`config.mk`:
```
export PLATFORM = sky130hd
export DESIGN_NAME = mem_arb
export DESIGN_NICKNAME = d
export VERILOG_FILES = /design/src/rtl/mem_arb.sv
export SDC_FILE = /design/constraint.sdc
export NUM_CORES = 1
export LEC_CHECK = 0
export BUFFER_PORTS_ARGS = -buffer_cell sky130_fd_sc_hd__buf_2
export CAP_MARGIN = 5
export CORE_MARGIN = 2
export CORE_UTILIZATION = 44
export CTS_CLUSTER_DIAMETER = 50
export DETAILED_ROUTE_END_ITERATION = 16
export GPL_ROUTABILITY_DRIVEN = 0
export PLACE_DENSITY = 0.91
export SYNTH_ARGS = -nofsm -noshare
export SYNTH_HDL_FRONTEND = slang
export SYNTH_SLANG_ARGS = --single-unit
```
`constraint.sdc`:
```
create_clock -name clk -period 2.2 [get_ports clk]
set_clock_uncertainty 0.1 [all_clocks]
set_input_delay 0.11 -clock clk [delete_from_list [all_inputs] [get_ports clk]]
set_output_delay 0.11 -clock clk [all_outputs]
set_load 0.03 [all_outputs]
```
`src/rtl/mem_arb.sv`:
```
// mem_arb: two-master write arbiter that puts CPU (m0) and a second writer (m1)
// on one registered addr/data/we memory write bus. It uses round-robin with a
// bounded burst. Define MEM_ARB_FIXED_PRIO_EN to give master 0 fixed priority.
// Ports: clk, rst (sync, active-high); mX_req/mX_addr/mX_data in, mX_gnt out;
//        mem_addr/mem_data/mem_we out (registered, one we pulse per transfer).

module mem_arb #(
  parameter int ADDR_W    = 32,
  parameter int DATA_W    = 32,
  parameter int MAX_BURST = 4
) (
  input  logic              clk,
  input  logic              rst,
  input  logic              m0_req,
  input  logic [ADDR_W-1:0] m0_addr,
  input  logic [DATA_W-1:0] m0_data,
  output logic              m0_gnt,
  input  logic              m1_req,
  input  logic [ADDR_W-1:0] m1_addr,
  input  logic [DATA_W-1:0] m1_data,
  output logic              m1_gnt,
  output logic [ADDR_W-1:0] mem_addr,
  output logic [DATA_W-1:0] mem_data,
  output logic              mem_we
);

  localparam int CW = $clog2(MAX_BURST + 1);
  localparam logic [CW-1:0] CNT_LAST = CW'(MAX_BURST - 1);

  typedef enum logic [1:0] {
    IDLE,
    OWN0,
    OWN1
  } state_t;

  state_t          state;
  logic            last;
  logic [CW-1:0]   cnt;
  logic            burst_end;

  // Grants come straight from the state register: no req->gnt path.
  assign m0_gnt    = (state == OWN0);
  assign m1_gnt    = (state == OWN1);
  assign burst_end = (cnt == CNT_LAST);

  always_ff @(posedge clk) begin
    if (rst) begin
      state    <= IDLE;
      last     <= 1'b1;
      cnt      <= '0;
      mem_addr <= '0;
      mem_data <= '0;
      mem_we   <= 1'b0;
    end else begin
      mem_we <= 1'b0;
      unique case (state)
        IDLE: begin
          cnt <= '0;
          if (m0_req && m1_req) begin
`ifdef MEM_ARB_FIXED_PRIO_EN
            state <= OWN0;
`else
            // Tie goes to whoever did not own the bus last.
            state <= last ? OWN0 : OWN1;
`endif
          end else if (m0_req) begin
            state <= OWN0;
          end else if (m1_req) begin
            state <= OWN1;
          end
        end

        OWN0: begin
          if (m0_req) begin
            mem_we   <= 1'b1;
            mem_addr <= m0_addr;
            mem_data <= m0_data;
            if (burst_end) begin
              cnt <= '0;
`ifndef MEM_ARB_FIXED_PRIO_EN
              // Burst limit hit with m1 waiting: zero-bubble handover.
              if (m1_req) begin
                state <= OWN1;
                last  <= 1'b0;
              end
`endif
            end else begin
              cnt <= cnt + 1'b1;
            end
          end else begin
            cnt   <= '0;
            last  <= 1'b0;
            state <= m1_req ? OWN1 : IDLE;
          end
        end

        OWN1: begin
          if (m1_req) begin
            mem_we   <= 1'b1;
            mem_addr <= m1_addr;
            mem_data <= m1_data;
`ifdef MEM_ARB_FIXED_PRIO_EN
            // m0 preempts as soon as it asks, whatever the count.
            if (m0_req) begin
              state <= OWN0;
              cnt   <= '0;
              last  <= 1'b1;
            end else if (burst_end) begin
              cnt <= '0;
            end else begin
              cnt <= cnt + 1'b1;
            end
`else
            if (burst_end) begin
              cnt <= '0;
              if (m0_req) begin
                state <= OWN0;
                last  <= 1'b1;
              end
            end else begin
              cnt <= cnt + 1'b1;
            end
`endif
          end else begin
            cnt   <= '0;
            last  <= 1'b1;
            state <= m0_req ? OWN0 : IDLE;
          end
        end

        default: begin
          state <= IDLE;
          cnt   <= '0;
        end
      endcase
    end
  end

endmodule

```
==> flow_summary.json <==
{
  "numCtsBuffers": 9,
  "cp_max_fo": 68,
  "max_freq_ghz": 0.5112,
  "drive_gt1_share_pct": 52.11,
  "hold_class": "in -> reg",
  "placed_cells": 607,
  "synthSimpleGateAreaFrac_pct": 8.877,
  "post-route-util_pct": 61.85,
  "yosys.cell_types.count": 24,
  "wl_per_cell_um": 14.09,
  "ir_drop_mv": 1.003,
  "fin_tns_setup_ns": 0,
  "rows": 32,
  "cp_data_arrival_time_ns": 2.10,
  "netlist_area_um2": 3453,
  "grt_pass1_vias": 3175,
  "synth_compound_area_share_pct": 23.77,
  "syn_nets": 470,
  "synth_xor_area_share_pct": 0,
  "portBuffers": 198,
  "area_delta_synth_final_pct": 36.96,
  "fill_cells": 628,
  "cts_buffer_depth": 2,
  "cp-end-kind": "flip-flop",
  "slew_violations": 0,
  "drtIter0Drc": 73,
  "design_area_um2": 4730,
  "cts_sinks": 71,
  "required_ns": 2.34,
  "cts_root_buf": "clkbuf_8",
  "cts_tree": "yes",
  "status": "finished, final reports clean",
  "die_w_um": 92.59,
  "synth_mux_area_share_pct": 19.13,
  "power.density_nw_per_um2": 1565,
  "diodes": 0,
  "dp_hpwl_um": 6669,
  "worst_pin_slew_ns": 0.5373,
  "grt_util_all_layers_pct": 20.38,
  "finalHoldViolations": 0,
  "multiInputGateArea_um2": 1871,
  "period_minus_slack_ns": 1.956,
  "crit_type": "reg -> reg",
  "synthAdderAreaFrac_pct": 1.812,
  "grt_max_degree": 69,
  "ant_nets": 0,
  "synthCells": 333,
  "die_h_um": 92.59,
  "die_area_um2": 8573,
  "worstSkewPairLatency_ns": 0.33,
  "initial_utilization_pct": 45.16,
  "synth-async-reset-ratio_pct": 0,
  "register_area_um2": 1421,
  "nNetsFinal": 655,
  "finalCritPeriodShare_pct": 88.92,
  "core_area_um2": 7647,
  "ys_ff_latch": 71,
  "wl_um": 8794,
  "synth_warnings": 0,
  "placed_cell_area_um2": 4523,
  "grt_pass1_wl_um": 13990,
  "clk_pin_slew_ns": 0.07,
  "synth_top_family_by_area": "compound AO/OA/AOI/OAI gates",
  "pin_count": 199,
  "num_vias": 3174,
  "syn_avg_cell_area_um2": 10.37,
  "synth_edf_count": 0,
  "setup_violations": 0,
  "max_cap_viol_count": 0,
  "grt_overflow": 0,
  "yosysSeqAreaShare_pct": 41.16,
  "power_leakage_uw": 0.002053,
  "rsz0062_at_grt": "no",
  "drt_first_pass_iters": 4,
  "vias_per_cell": 5.087,
  "synth_flop_cell": "dfxtp_1",
  "h-tree-depth": 3,
  "instances_no_fill": 624,
  "route.detailed.drc": 0,
  "antenna_found_initial": 0,
  "slew_headroom_pct": 64.18,
  "worstSetupStartpointType": "flip-flop"
}
[worst paths after layout]
check	to	from	slack, ns	cells past startpoint
worst min-delay path	mem_data[2]	m0_data[2]	0.02	3
worst min register to register	cnt[0]	cnt[0]	0.33	1
worst max-delay path	mem_data[11]	state[1]	0.24	7
worst max register to register	mem_data[11]	state[1]	0.24	7
[power breakdown]
group          internal (µW)  leakage, µW  switching (µW)  total (µW)
logic                   1460      0.00138            2790        4250
clock network            513    0.0000871             474         987
registers               1860     0.000584             299        2160
[metrics by stage]
stage               hold slack (ns)  total power [µW]  worst slack, ns
global placement             0.3066              6258           0.3812
global route               0.009744              7852           0.1022
floorplan                    0.2170              5403           0.2132
CTS                       0.0004477              7467           0.2423
detailed placement           0.3183              6464           0.2629
finish                      0.01991              7401           0.2439
[worst max-delay path: stages, from the launching register on]
cell and delay [ns]:
dfxtp_1 0.36, inv_1 0.10, ha_1 0.30, mux2i_1 0.16, a21oi_4 0.20, buf_12 0.33
nor2_1 0.09, a211oi_1 0.22
[area by class of cell]
| class | count | share of cell area (%) |
|---|---|---|
| inverter | 6 | 0.4762 |
| clock buffer | 9 | 2.619 |
| timing repair buffer | 205 | 23.28 |
| clock inverter | 6 | 1.323 |
| sequential | 71 | 30.05 |
| multi-input combinational | 225 | 39.55 |
| tap | 102 | 2.698 |
[registers in the layout (all words and copies together) (netlist names)]
name      flops
mem_data     32
mem_addr     32
last          1
mem_we        1
cnt           3
state         2
[Yosys cell counts (2+ instances only)]
cell	n	area share, %
clkbuf_1	7	0.76
buf_4	5	1.1
inv_1	6	0.65
buf_2	19	2.8
nor3b_1	2	0.43
dfxtp_1	71	41
o211ai_1	3	0.65
nor2_1	70	7.6
a31oi_1	2	0.36
a211oi_1	15	3.3
a211oi_2	50	18
mux2i_1	66	19
ha_1	5	1.8
o21ai_0	2	0.29
[cells by family (layout without fill, tap and decap cells)]
kind of cell	count (synthesis)	count (layout)
compound gates	77	77
fa+ha+maj	5	5
buf+inv	37	226
flops	71	71
mux	66	66
simple gates	77	77
[layout by cell type, fill, tap and decap left out]
master	netlist	final
nor2b_1	1	1
a22oi_1	1	1
nand3_1	1	1
buf_4	5	2
ha_1	5	4
mux2i_1	66	66
dlygate4sd3_1	0	2
buf_12	0	4
nand2_1	1	1
o211ai_1	3	3
clkbuf_8	0	9
nor2_1	70	70
inv_1	6	6
clkinvlp_4	0	3
a211oi_1	15	15
buf_2	19	197
nor3_1	1	1
a31oi_1	2	2
a21o_1	1	1
a211oi_2	50	50
a31o_2	1	1
bufinv_16	0	1
a21oi_1	1	1
o21ai_0	2	2
nor3b_1	2	2
ha_4	0	1
dfxtp_1	71	71
clkinv_2	0	2
or3b_2	1	1
a21oi_4	0	1
[per-layer routing]
layer | wire, µm | track usage (%) | vias to the layer above
li1 | - | - | 1567
met1 | 3321 | 20.90 | 1458
met2 | 4627 | 38.44 | 133
met3 | 687 | 6.021 | 16
met4 | 157 | 8.085 | 0
met5 | 0 | 0 | -
[repair_timing]
action                                 4_1_cts  5_1_grt
resized for setup                            0        0
endpoints found under the hold margin        2        0
hold buffers                                 2        0
setup buffers                                0        0
No activity file was read; power rests on OpenSTA's default activity.
